`src/rtl/hps_avm_arbiter_pkg.sv`:
```
// Shared types and widths for the two-requester Avalon-MM arbiter.
package hps_avm_arbiter_pkg;

    // Arbiter FSM encoding: waiting for a request, or serving the granted requester.
    typedef enum logic {
        ST_IDLE  = 1'b0,
        ST_GRANT = 1'b1
    } arb_state_t;

    // Requester id: 0 selects S0, 1 selects S1.
    localparam int unsigned ID_W = 1;
    typedef logic [ID_W-1:0] req_id_t;

    // Width of the saturating orphan-response counter.
    localparam int unsigned ERR_CNT_W = 8;

endpackage

```
`src/rtl/hps_id_fifo.sv`:
```
// Pending-read FIFO holding the requester id of every issued read, oldest at head.
module hps_id_fifo
    import hps_avm_arbiter_pkg::*;
#(
    parameter int unsigned DEPTH = 4
) (
    input  logic    clk,
    input  logic    rst_n,
    input  logic    push,
    input  req_id_t push_id,
    input  logic    pop,
    output logic    full,
    output logic    empty,
    output req_id_t head
);

    localparam int unsigned PTR_W = (DEPTH > 1) ? $clog2(DEPTH) : 1;
    localparam int unsigned CNT_W = PTR_W + 1;

    req_id_t          mem [DEPTH];
    logic [PTR_W-1:0] wr_ptr;
    logic [PTR_W-1:0] rd_ptr;
    logic [CNT_W-1:0] count;
    logic             do_push;
    logic             do_pop;

    assign full    = (count == CNT_W'(DEPTH));
    assign empty   = (count == '0);
    assign head    = mem[rd_ptr];
    assign do_pop  = pop && !empty;
    assign do_push = push && (!full || do_pop);

    // Entry storage; contents are only meaningful while counted as valid.
    always_ff @(posedge clk) begin
        if (do_push) begin
            mem[wr_ptr] <= push_id;
        end
    end

    // Pointers and occupancy; simultaneous push and pop keeps the count.
    always_ff @(posedge clk) begin
        if (!rst_n) begin
            wr_ptr <= '0;
            rd_ptr <= '0;
            count  <= '0;
        end else begin
            if (do_push) begin
                wr_ptr <= wr_ptr + PTR_W'(1);
            end
            if (do_pop) begin
                rd_ptr <= rd_ptr + PTR_W'(1);
            end
            case ({do_push, do_pop})
                2'b10:   count <= count + CNT_W'(1);
                2'b01:   count <= count - CNT_W'(1);
                default: count <= count;
            endcase
        end
    end

endmodule

```
`src/rtl/hps_avm_arbiter.sv`:
```
// Round-robin, per-transaction arbiter of two Avalon-MM requesters onto one master port.
module hps_avm_arbiter
    import hps_avm_arbiter_pkg::*;
#(
    parameter int unsigned ADDR_W   = 30,
    parameter int unsigned DATA_W   = 32,
    parameter int unsigned MAX_PEND = 4
) (
    input  logic                  csi_MCLK_clk,
    input  logic                  rsi_MRST_reset_n,
    input  logic [ADDR_W-1:0]     avs_S0_address,
    input  logic [DATA_W-1:0]     avs_S0_writedata,
    input  logic [DATA_W/8-1:0]   avs_S0_byteenable,
    input  logic                  avs_S0_read,
    input  logic                  avs_S0_write,
    output logic [DATA_W-1:0]     avs_S0_readdata,
    output logic                  avs_S0_readdatavalid,
    output logic                  avs_S0_waitrequest,
    input  logic [ADDR_W-1:0]     avs_S1_address,
    input  logic [DATA_W-1:0]     avs_S1_writedata,
    input  logic [DATA_W/8-1:0]   avs_S1_byteenable,
    input  logic                  avs_S1_read,
    input  logic                  avs_S1_write,
    output logic [DATA_W-1:0]     avs_S1_readdata,
    output logic                  avs_S1_readdatavalid,
    output logic                  avs_S1_waitrequest,
    output logic [ADDR_W-1:0]     avm_M1_address,
    output logic [DATA_W-1:0]     avm_M1_writedata,
    output logic [DATA_W/8-1:0]   avm_M1_byteenable,
    output logic                  avm_M1_read,
    output logic                  avm_M1_write,
    output logic                  avm_M1_begintransfer,
    input  logic [DATA_W-1:0]     avm_M1_readdata,
    input  logic                  avm_M1_readdatavalid,
    input  logic                  avm_M1_waitrequest,
    output logic                  coe_ERR_orphan,
    output logic [ERR_CNT_W-1:0]  coe_ERR_count
);

    arb_state_t           state;
    req_id_t              grant_id;
    req_id_t              last_id;
    req_id_t              pick_id;
    logic                 first;
    logic [1:0]           s_read;
    logic [1:0]           s_write;
    logic [1:0]           s_req;
    logic                 in_grant;
    logic                 g_read;
    logic                 g_write;
    logic                 blocked;
    logic                 issue;
    logic                 complete;
    logic                 fifo_push;
    logic                 fifo_pop;
    logic                 fifo_full;
    logic                 fifo_empty;
    req_id_t              fifo_head;
    logic                 orphan_hit;
    logic                 err_orphan;
    logic [ERR_CNT_W-1:0] err_count;

    assign s_read  = {avs_S1_read, avs_S0_read};
    assign s_write = {avs_S1_write, avs_S0_write};
    assign s_req   = s_read | s_write;

    // Round-robin choice: on a tie the requester not served last wins.
    always_comb begin
        pick_id = last_id;
        if (s_req[0] && s_req[1]) begin
            pick_id = ~last_id;
        end else if (s_req[1]) begin
            pick_id = 1'b1;
        end else begin
            pick_id = 1'b0;
        end
    end

    // Granted-requester qualifiers; a read stalls while every pending slot is taken.
    always_comb begin
        in_grant = (state == ST_GRANT);
        g_read   = s_read[grant_id];
        g_write  = s_write[grant_id];
        blocked  = in_grant && g_read && fifo_full;
        issue    = in_grant && (g_read || g_write) && !blocked;
        complete = issue && !avm_M1_waitrequest;
    end

    // Transaction FSM: latch a grant, flag the first issuing cycle, return to idle on completion or withdrawal.
    always_ff @(posedge csi_MCLK_clk) begin
        if (!rsi_MRST_reset_n) begin
            state    <= ST_IDLE;
            grant_id <= 1'b0;
            last_id  <= 1'b1;
            first    <= 1'b0;
        end else begin
            case (state)
                ST_IDLE: begin
                    if (|s_req) begin
                        grant_id <= pick_id;
                        first    <= 1'b1;
                        state    <= ST_GRANT;
                    end
                end
                ST_GRANT: begin
                    if (complete) begin
                        last_id <= grant_id;
                        first   <= 1'b0;
                        state   <= ST_IDLE;
                    end else if (!(g_read || g_write)) begin
                        first <= 1'b0;
                        state <= ST_IDLE;
                    end else if (issue) begin
                        first <= 1'b0;
                    end
                end
                default: state <= ST_IDLE;
            endcase
        end
    end

    // Master-side mux and requester handshakes, following the granted requester.
    always_comb begin
        avm_M1_address       = (grant_id == 1'b1) ? avs_S1_address    : avs_S0_address;
        avm_M1_writedata     = (grant_id == 1'b1) ? avs_S1_writedata  : avs_S0_writedata;
        avm_M1_byteenable    = (grant_id == 1'b1) ? avs_S1_byteenable : avs_S0_byteenable;
        avm_M1_read          = issue && g_read;
        avm_M1_write         = issue && g_write;
        avm_M1_begintransfer = issue && first;
        avs_S0_waitrequest   = 1'b1;
        avs_S1_waitrequest   = 1'b1;
        if (in_grant && !blocked) begin
            if (grant_id == 1'b1) begin
                avs_S1_waitrequest = avm_M1_waitrequest;
            end else begin
                avs_S0_waitrequest = avm_M1_waitrequest;
            end
        end
    end

    // Response routing: readdata is broadcast, valid goes to the owner at the FIFO head.
    always_comb begin
        fifo_push            = complete && g_read;
        fifo_pop             = avm_M1_readdatavalid && !fifo_empty;
        orphan_hit           = avm_M1_readdatavalid && fifo_empty;
        avs_S0_readdata      = avm_M1_readdata;
        avs_S1_readdata      = avm_M1_readdata;
        avs_S0_readdatavalid = fifo_pop && (fifo_head == 1'b0);
        avs_S1_readdatavalid = fifo_pop && (fifo_head == 1'b1);
    end

    // Orphan response pulse and saturating count.
    always_ff @(posedge csi_MCLK_clk) begin
        if (!rsi_MRST_reset_n) begin
            err_orphan <= 1'b0;
            err_count  <= '0;
        end else begin
            err_orphan <= orphan_hit;
            if (orphan_hit && (err_count != '1)) begin
                err_count <= err_count + ERR_CNT_W'(1);
            end
        end
    end

    assign coe_ERR_orphan = err_orphan;
    assign coe_ERR_count  = err_count;

    hps_id_fifo #(
        .DEPTH (MAX_PEND)
    ) u_id_fifo (
        .clk     (csi_MCLK_clk),
        .rst_n   (rsi_MRST_reset_n),
        .push    (fifo_push),
        .push_id (grant_id),
        .pop     (fifo_pop),
        .full    (fifo_full),
        .empty   (fifo_empty),
        .head    (fifo_head)
    );

endmodule

```
`config.mk`:
```
export PLATFORM = sky130hd
export DESIGN_NAME = hps_avm_arbiter
export DESIGN_NICKNAME = d
export VERILOG_FILES = /design/src/rtl/hps_avm_arbiter_pkg.sv /design/src/rtl/hps_id_fifo.sv /design/src/rtl/hps_avm_arbiter.sv
export SDC_FILE = /design/constraint.sdc
export NUM_CORES = 1
export LEC_CHECK = 0
export CORE_AREA = 5 5 119 121
export CTS_BUF_LIST = sky130_fd_sc_hd__clkbuf_4
export DETAILED_ROUTE_END_ITERATION = 8
export DIE_AREA = 0 0 124 126
export PLACE_DENSITY_LB_ADDON = 0.3
export SYNTH_ARGS = -nofsm -noshare
export SYNTH_HDL_FRONTEND = slang
export SYNTH_HIERARCHICAL = 1
export SYNTH_SLANG_ARGS = --single-unit
```
`constraint.sdc`:
```
create_clock -name csi_MCLK_clk -period 2.25 [get_ports csi_MCLK_clk]
set_input_delay 0.225 -clock csi_MCLK_clk [delete_from_list [all_inputs] [get_ports csi_MCLK_clk]]
set_output_delay 0.225 -clock csi_MCLK_clk [all_outputs]
set_load 0.01 [all_outputs]
```
==> impl_metrics.csv, run 1 <==
group,metric,value,unit
logic_synthesis,yosys-top-cells-count,"67 x mux2_2, 64 x buf_4, 22 x dfxtp_1, 14 x nor2_1, 12 x nand2_1",
clock_network,cts_buffers,3,
sta,max-slew-margin-rel,77.2,%
critical_path,timing.rr.start,"u_id_fifo/count[2]$_SDFFE_PN0P_",
logic_synthesis,netlist_area,2640,um^2
clock_network,htreeDepth,1,
routing,first_iter_violations,58,
logic_synthesis,seq_area_frac_synth,21.2,%
logic_synthesis,syn-num-nets,464,
power_and_ir_drop,internal_power,1.09,mW
critical_path,rr_endpoint,"u_id_fifo/count[2]$_SDFFE_PN0P_",
critical_path,arrival,1920,ps
critical_path,crit_slowest_cell,"clkdlybuf4s50_1",
routing,postRouteAntennaNets,0,
place,portBuffers,221,
sta,rsz0062_at_grt,"no",
floorplan,row_count,42,
place,finalWeightedCongestion,0.794,
finish,final_nets,632,
logic_synthesis,synth_top_area_share,28.6,%
critical_path,cp_cell_sequence,"buf_6 -> mux2_2 -> clkdlybuf4s50_1",
logic_synthesis,ys_types,45,
power_and_ir_drop,p_switching,0.404,mW
critical_path,crit_type,"register to output pin",
clock_network,max-clock-path-buffers,2,
power_and_ir_drop,pwr_density_cell,314,nW/um^2
finish,drive_gt1_share,23.0,%
status,status,"finished, final reports clean",
floorplan,fp.dieW,124,um
finish,fin_area,4760,um^2
sta,finalHoldViolCount,0,
clock_network,cts_tree,"built",
logic_synthesis,synth-seq-cells,26,
hold_path,hold_path.class,"primary input to output pin",
global_route,grt_pass1_wl,14.7,mm
clock_network,cts_hold_buf,0,
critical_path,rrSetupSlack,160,ps
critical_path,critPathCaptureType,"output pin",
clock_network,clock_latency,320,ps
critical_path,reg2reg_depth,9,
routing,vias,2611,
finish,seqCellArea,567,um^2
global_route,antenna_found_initial,1,
sta,fin_crit,2140,ps
logic_synthesis,synth_async_sr_flop_share,0,%
hold_path,hold_end,"avs_S0_readdata[13]",
routing,vias_per_cell,4.15,
sta,min_period_over_period,95.3,%
logic_synthesis,postSynthAreaPerCell,9.24,um^2
global_route,grt_max_degree,43,
power_and_ir_drop,power_frac_comb,53.0,%
sta,maxSlewViolCount,0,
critical_path,required,2030,ps
clock_network,clock-sinks,26,
place,pre_cts_slack,-56.2,ps
routing,firstDrtPassIters,4,
critical_path,crit_start,"grant_id$_SDFFE_PN0P_",
finish,n_antenna_cell,0,
sta,skew,3.16,ps
critical_path,start_kind,"register",
routing,wire_per_inst,16.4,um
logic_synthesis,synth_area_leaders,"mux2_2 29%, buf_4 18%, dfxtp_1 17%, edfxtp_1 4.5%, and2_1 2.4%",
global_route,grtUsageTotal,11.9,%
routing,drc,0,
sta,setup_ws,106,ps
floorplan,num_io_pins,318,
logic_synthesis,syn_inst,286,
critical_path,crit_fanout,31,
floorplan,core_area,13000,um^2
clock_network,clockRootBuffer,"clkbuf_4",
place,hpwl,8.95,mm
sta,whs,450,ps
global_route,grt_pass1_vias,2705,
sta,tightest_slew,340,ps
sta,setup_violations,0,
finish,synthToLayoutAreaGrowth,80.2,%
power_and_ir_drop,p_seq_share,33.5,%
finish,multi_input_area,1570,um^2
hold_path,worstHoldStart,"avm_M1_readdata[13]",
power_and_ir_drop,p_sw_share,27.1,%
logic_synthesis,ys.flop_type,"dfxtp_1",
routing,drt_wl_total,10.3,mm
power_and_ir_drop,p_leak,1.72,nW
hold_path,hold-path-cell-count,0,
sta,max_freq,0.467,GHz
logic_synthesis,synth_edf_count,4,
logic_synthesis,synth_most_common_cell,"mux2_2",
power_and_ir_drop,ir_drop,0.240,mV
power_and_ir_drop,p_total,1.49,mW
finish,fillers,1316,
critical_path,critPathMaxStageDelay,500,ps
place,placed_area,4710,um^2
power_and_ir_drop,clkPwrFrac,13.5,%
floorplan,dieArea,15600,um^2
floorplan,die_height,126,um
clock_network,path_clk_slew,140,ps
logic_synthesis,yosys.area.top_type,"mux2_2",
flow_run,drv_cap,0,
global_route,gr-total-overflow,0,
logic_synthesis,yosys_warnings,6,
floorplan,initial_utilization,20.3,%
==> cells by family after synthesis <==
family | Yosys count | synth area share [%]
flops | 26 | 21.2
fa+ha+maj | 6 | 3.13
mux | 72 | 31.1
xor+xnor | 6 | 1.99
compound gates | 29 | 7.29
simple gates | 65 | 13.8
buf+inv | 82 | 21.5
==> cells in the final DEF, fill, tap and decap left out, types with 6 or more instances in the layout <==
master           synthesis  routed
o21ai_0                  7       7
buf_4                   64      14
a21oi_1                  6       6
mux2_2                  67      67
nor2_1                  14      14
clkdlybuf4s50_1          0     217
nand2_1                 12      12
dfxtp_1                 22      19
and2_1                  10      10
inv_1                    7       7
==> metal layers <==
layer	global-route usage [%]	vias to the layer above	part of all wire [%]
met1	12.4	1190	34
li1	-	1268	-
met3	3.81	14	12
met4	2.38	2	0.82
met2	23.0	137	53
met5	0	-	0.13
==> registers in the layout, summed over array words and instances (netlist names), named ones only <==
signal            cells
u_id_fifo/rd_ptr      2
u_id_fifo/mem         4
coe_ERR_count         8
u_id_fifo/count       3
in_grant              1
u_id_fifo/wr_ptr      2
last_id               1
grant_id              1
first                 1
coe_ERR_orphan        1
==> power groups by stage <==
stage          logic (mW)  registers (mW)  clock network (mW)
2_1_floorplan       0.393           0.508                   0
3_3_place_gp        0.791           0.510                   0
3_5_place_dp        0.795           0.511                   0
4_1_cts             0.802           0.500               0.218
5_1_grt             0.845           0.503               0.234
6_report            0.792           0.500               0.202
==> cell type report <==
cell class | instances | share of cell area [%]
timing repair buffer | 237 | 49.4
multi-input combinational | 178 | 32.9
sequential | 26 | 11.9
tap | 176 | 4.63
inverter | 8 | 0.631
clock buffer | 3 | 0.473
clock inverter | 1 | 0.0789
==> worst max path at each step <==
stage | end | slack, ps | cells past startpoint
6_report | avm_M1_address[19] | 110 | 3
5_1_grt | avm_M1_address[25] | 20 | 3
4_1_cts | avs_S1_waitrequest | 60 | 6
3_5_place_dp | u_id_fifo/count[1]$_SDFFE_PN0P_ | -60 | 8
3_3_place_gp | u_id_fifo/count[1]$_SDFFE_PN0P_ | -30 | 8
2_1_floorplan | u_id_fifo/count[2]$_SDFFE_PN0P_ | 20 | 9
==> stage by stage <==
| stage | util [%] | TNS [ps] | cells |
|---|---|---|---|
| 3_3_place_gp | 36.3 | -30.7 | 624 |
| 5_1_grt | 36.7 | 0 | 629 |
| 2_1_floorplan | - | 0 | 286 |
| 6_report | 36.7 | 0 | 629 |
| 4_1_cts | 36.6 | 0 | 629 |
| 3_5_place_dp | 36.3 | -76.0 | 624 |
==> worst max-delay path: cells and delay by family (launching register included) <==
family                 cells  cell delay (ps)
buffers and inverters      2              770
muxes                      1              380
DFF                        1              420
==> timing repair <==
action                                  in CTS  in global routing
endpoints found under the setup margin      28                  3
hold endpoints to repair                     0                  0
setup buffers                                1                  0
pin swaps                                    0                  1
gates resized for setup                      5                  3
No activity file was read; power rests on OpenSTA's default activity.
==> run 2, diff against run 1 <==
--- a/config.mk
+++ b/config.mk
@@ -9,6 +9,7 @@
 export CTS_BUF_LIST = sky130_fd_sc_hd__clkbuf_4
 export DETAILED_ROUTE_END_ITERATION = 8
 export DIE_AREA = 0 0 124 126
+export DONT_BUFFER_PORTS = 1
 export PLACE_DENSITY_LB_ADDON = 0.3
 export SYNTH_ARGS = -nofsm -noshare
 export SYNTH_HDL_FRONTEND = slang
==> impl_metrics.csv, run 2 (synthesized netlist as in run 1, its figures left out) <==
group,metric,value,unit
place,portBuffers,0,
routing,drc,0,
finish,synthToLayoutAreaGrowth,-4.88,%
finish,largest_register_ffs,8,
critical_path,critPathMaxStageDelay,450,ps
clock_network,path_clk_slew,140,ps
routing,vias,1735,
floorplan,num_io_pins,318,
clock_network,clock-sinks,26,
status,status,"finished, final reports clean",
sta,skew,6.26,ps
power_and_ir_drop,pwr_density_cell,458,nW/um^2
sta,maxSlewViolCount,0,
sta,rsz0062_at_grt,"no",
global_route,grt_pass1_wl,11.9,mm
clock_network,clockRootBuffer,"clkbuf_4",
sta,tightest_slew,502,ps
floorplan,initial_utilization,20.3,%
clock_network,htreeDepth,1,
sta,setup_ws,145,ps
place,pre_cts_slack,78.0,ps
floorplan,die_height,126,um
clock_network,clock_latency,330,ps
global_route,grtUsageTotal,10.2,%
sta,setup_tns,0,ps
routing,drt_wl_total,9.16,mm
power_and_ir_drop,p_leak,0.816,nW
critical_path,crit_fanout,59,
clock_network,cts_setup_buffers,0,
routing,firstDrtPassIters,4,
routing,wire_per_inst,22.8,um
hold_path,hold_path.class,"primary input to register",
flow_run,drv_cap,0,
place,finalWeightedCongestion,0.705,
sta,min_period_over_period,93.6,%
sta,finalHoldViolCount,0,
sta,max-slew-margin-rel,66.5,%
floorplan,fp.dieW,124,um
floorplan,core_area,13000,um^2
global_route,grt_max_degree,60,
sta,fin_crit,2110,ps
global_route,antenna_found_initial,2,
finish,fillers,1454,
clock_network,max-clock-path-buffers,2,
sta,setup_violations,0,
global_route,grt_pass1_vias,1682,
routing,vias_per_cell,4.32,
critical_path,start_kind,"register",
clock_network,cts_tree,"built",
global_route,gr-total-overflow,0,
routing,first_iter_violations,80,
power_and_ir_drop,ir_drop,0.204,mV
critical_path,crit_slowest_cell,"mux2_2",
finish,layout_common_cells,"67 x mux2_2, 18 x dfxtp_1, 14 x nor2_1",
critical_path,cp_cell_sequence,"buf_4 -> clkbuf_8 -> mux2_2",
critical_path,required,2030,ps
place,hpwl,8.01,mm
critical_path,arrival,1880,ps
finish,fin_util,19.4,%
critical_path,critPathCaptureType,"output pin",
floorplan,row_count,42,
finish,drive_gt1_share,42.7,%
critical_path,crit_type,"register to output pin",
sta,max_freq,0.475,GHz
finish,final_nets,404,
routing,postRouteAntennaNets,0,
finish,final_common_cell,"mux2_2",
sta,whs,19.3,ps
floorplan,dieArea,15600,um^2
clock_network,cts_buffers,3,
-- run 2: where the power goes --
part | total [mW] | switching [mW] | internal (mW)
registers | 0.502 | 0.0162 | 0.486
clock network | 0.328 | 0.148 | 0.180
logic | 0.321 | 0.177 | 0.144
total | 1.15 | 0.341 | 0.810
-- run 2: area by class of cell --
cell class	instances	area [um^2]	area share [%]
clock inverters	1	30.0	1.20
clock buffers	3	22.5	0.896
flip-flops and latches	26	568	22.6
inverters	8	30.0	1.20
diodes	1	2.50	0.0996
multi-input cells	178	1560	62.1
well taps	176	220	8.76
repair buffers	9	78.8	3.14
-- run 2: per-layer routing --
metal / share of wire [%] / global-route usage (%)
met5: 0.076 / 0
met4: 0.71 / 1.80
met3: 13 / 4.08
met2: 51 / 18.8
met1: 35 / 11.0
-- run 2: critical path: cells and delay by family, from the launching register on --
| family | cells | cell delay, ps |
|---|---|---|
| flip-flops | 1 | 390 |
| buffers and inverters | 2 | 670 |
| multiplexers | 1 | 450 |
-- run 2: stage by stage --
step,std cells,cell area (um^2),power [mW]
6_report,402,2510,1.15
5_1_grt,402,2510,1.22
4_1_cts,400,2490,1.17
3_5_place_dp,395,2420,0.831
3_3_place_gp,395,2420,0.832
2_1_floorplan,286,2690,0.901
-- run 2: timing repair --
action | CTS | global route
pin swaps | 0 | 0
hold buffers | 1 | 1
hold endpoints to repair | 6 | 1
setup endpoints to repair | 56 | 3
resized for setup | 1 | 4
-- run 2: path summary, 6_finish.rpt --
check	from	cells after the start	end	slack (ps)
min	avm_M1_waitrequest	2	last_id$_SDFFE_PN1P_	20
max	grant_id$_SDFFE_PN0P_	3	avm_M1_writedata[8]	140
min reg2reg	last_id$_SDFFE_PN1P_	2	last_id$_SDFFE_PN1P_	470
max reg2reg	u_id_fifo/count[2]$_SDFFE_PN0P_	8	u_id_fifo/count[2]$_SDFFE_PN0P_	170
==> run 3, diff against run 2 <==
--- a/config.mk
+++ b/config.mk
@@ -5,10 +5,10 @@
 export SDC_FILE = /design/constraint.sdc
 export NUM_CORES = 1
 export LEC_CHECK = 0
-export CORE_AREA = 5 5 119 121
+export CORE_AREA = 2 2 123 125
 export CTS_BUF_LIST = sky130_fd_sc_hd__clkbuf_4
 export DETAILED_ROUTE_END_ITERATION = 8
-export DIE_AREA = 0 0 124 126
+export DIE_AREA = 0 0 125 127
 export DONT_BUFFER_PORTS = 1
 export PLACE_DENSITY_LB_ADDON = 0.3
 export SYNTH_ARGS = -nofsm -noshare
==> constraint.sdc (replaced) <==
create_clock -name csi_MCLK_clk -period 2.6 [get_ports csi_MCLK_clk]
set_input_delay 0.26 -clock csi_MCLK_clk [delete_from_list [all_inputs] [get_ports csi_MCLK_clk]]
set_output_delay 0.26 -clock csi_MCLK_clk [all_outputs]
set_load 0.01 [all_outputs]
==> impl_metrics.csv, run 3 (synthesized netlist as in run 1, its figures left out) <==
group,metric,value,unit
clock_network,clockRootBuffer,"clkbuf_4",
finish,final_common_cell,"mux2_2",
critical_path,critPathMaxStageDelay,690,ps
global_route,grt_pass1_vias,1665,
clock_network,path_clk_slew,150,ps
global_route,antenna_found_initial,0,
critical_path,cp_cell_sequence,"buf_4 -> mux2_2 -> nor3_1 -> buf_4",
floorplan,row_count,44,
critical_path,start_kind,"register",
sta,maxSlewViolCount,0,
finish,final_cells,406,
sta,fin_crit,2380,ps
routing,vias_per_cell,4.32,
power_and_ir_drop,pwr_density_cell,371,nW/um^2
floorplan,initial_utilization,18.3,%
clock_network,clock-sinks,26,
clock_network,cts_setup_buffers,0,
critical_path,arrival,2120,ps
routing,first_iter_violations,90,
floorplan,core_area,14400,um^2
floorplan,dieArea,15900,um^2
sta,setup_violations,0,
sta,skew,7.65,ps
sta,tightest_slew,892,ps
sta,finalHoldViolCount,0,
sta,max_freq,0.420,GHz
critical_path,crit_type,"register to output pin",
critical_path,crit_family,"buffers and inverters",
finish,synthToLayoutAreaGrowth,-8.48,%
clock_network,cts_buffers,3,
finish,fin_util,16.8,%
finish,layout_common_cells,"67 x mux2_2, 21 x dfxtp_1, 14 x nor2_1",
sta,min_period_over_period,91.6,%
clock_network,clock_latency,320,ps
critical_path,timing.rr.start,"u_id_fifo/count[0]$_SDFFE_PN0P_",
routing,drc,0,
status,status,"finished, final reports clean",
critical_path,rr_endpoint,"u_id_fifo/count[2]$_SDFFE_PN0P_",
clock_network,cts_tree,"built",
critical_path,crit_fanout,76,
power_and_ir_drop,p_leak,0.774,nW
routing,postRouteAntennaNets,0,
critical_path,crit_slowest_cell,"buf_4",
critical_path,worstSetupPathDepth,4,
critical_path,cp_common_cell,"buf_4",
sta,max-slew-margin-rel,40.5,%
global_route,gr-total-overflow,0,
sta,setup_tns,0,ps
critical_path,required,2340,ps
finish,largest_register_ffs,8,
critical_path,critical_path.endpoint,"avm_M1_begintransfer",
global_route,grtUsageTotal,11.0,%
finish,final_nets,401,
routing,drt_wl_total,9.74,mm
place,portBuffers,0,
place,hpwl,8.57,mm
sta,rsz0062_at_grt,"no",
critical_path,critPathCaptureType,"output pin",
power_and_ir_drop,ir_drop,0.132,mV
routing,wire_per_inst,24.0,um
finish,fillers,1648,
global_route,grt_max_degree,77,
critical_path,reg2reg_depth,8,
hold_path,hold_path.class,"primary input to register",
power_and_ir_drop,p_total,0.896,mW
clock_network,max-clock-path-buffers,2,
routing,vias,1753,
critical_path,rrSetupSlack,230,ps
routing,firstDrtPassIters,4,
finish,n_antenna_cell,0,
place,dp_cells,401,
flow_run,drv_cap,0,
global_route,grt_pass1_wl,12.8,mm
critical_path,crit_start,"grant_id$_SDFFE_PN0P_",
place,finalWeightedCongestion,0.807,
critical_path,worst-path-buf-inv,2,
finish,drive_gt1_share,38.7,%
clock_network,htreeDepth,1,
floorplan,die_height,127,um
floorplan,num_io_pins,318,
floorplan,fp.dieW,125,um
run 3: worst register-to-register path: cells and delay by family (launching register included):
kind	cells	cell delay, ps
simple gates	4	780
flops	1	520
fa+ha+maj	1	440
compound gates	2	380
mux	1	200
run 3: worst min-delay path by stage:
stage                          start  slack [ps]  cells past startpoint                         endpoint
global placement    rsi_MRST_reset_n         380                      1    coe_ERR_count[4]$_SDFFE_PN0P_
finish              rsi_MRST_reset_n          40                      1  u_id_fifo/count[0]$_SDFFE_PN0P_
CTS                 rsi_MRST_reset_n          10                      2  u_id_fifo/count[1]$_SDFFE_PN0P_
floorplan           rsi_MRST_reset_n         380                      2  u_id_fifo/count[1]$_SDFFE_PN0P_
detailed placement  rsi_MRST_reset_n         390                      1    coe_ERR_count[4]$_SDFFE_PN0P_
global route        rsi_MRST_reset_n           6                      1  u_id_fifo/count[0]$_SDFFE_PN0P_
run 3: layer usage:
layer | share of wire, % | vias up | track usage (%)
li1 | - | 801 | -
met1 | 39 | 805 | 13.4
met2 | 48 | 145 | 17.6
met3 | 13 | 2 | 6.03
met4 | 0.28 | 0 | 1.70
met5 | 0 | - | 0
run 3: what timing repair did:
item,in CTS,in global routing
endpoints found under the setup margin,0,1
gates resized for setup,0,1
endpoints found under the hold margin,0,1
hold buffers,0,1
run 3: power by group:
group | leakage, nW | internal (mW) | switching (mW)
registers | 0.217 | 0.420 | 0.0133
logic | 0.542 | 0.120 | 0.164
clock network | 0.0154 | 0.0562 | 0.121
total | 0.774 | 0.597 | 0.299
run 3: stage by stage:
step	cell area (um^2)	setup WS, ps	hold slack (ps)
finish	2420	218	44.2
CTS	2400	179	12.1
detailed placement	2380	256	386
global placement	2380	357	384
global route	2420	43.5	6.12
floorplan	2640	190	376
run 3: cell type report:
type	count	area, um^2	share of cell area [%]
Clock buffer	3	22.5	0.932
Clock inverter	1	3.75	0.155
Inverter	8	30.0	1.24
Multi-Input combinational cell	178	1520	62.8
Sequential cell	26	564	23.3
Tap cell	184	230	9.52
Timing Repair Buffer	6	47.5	1.97
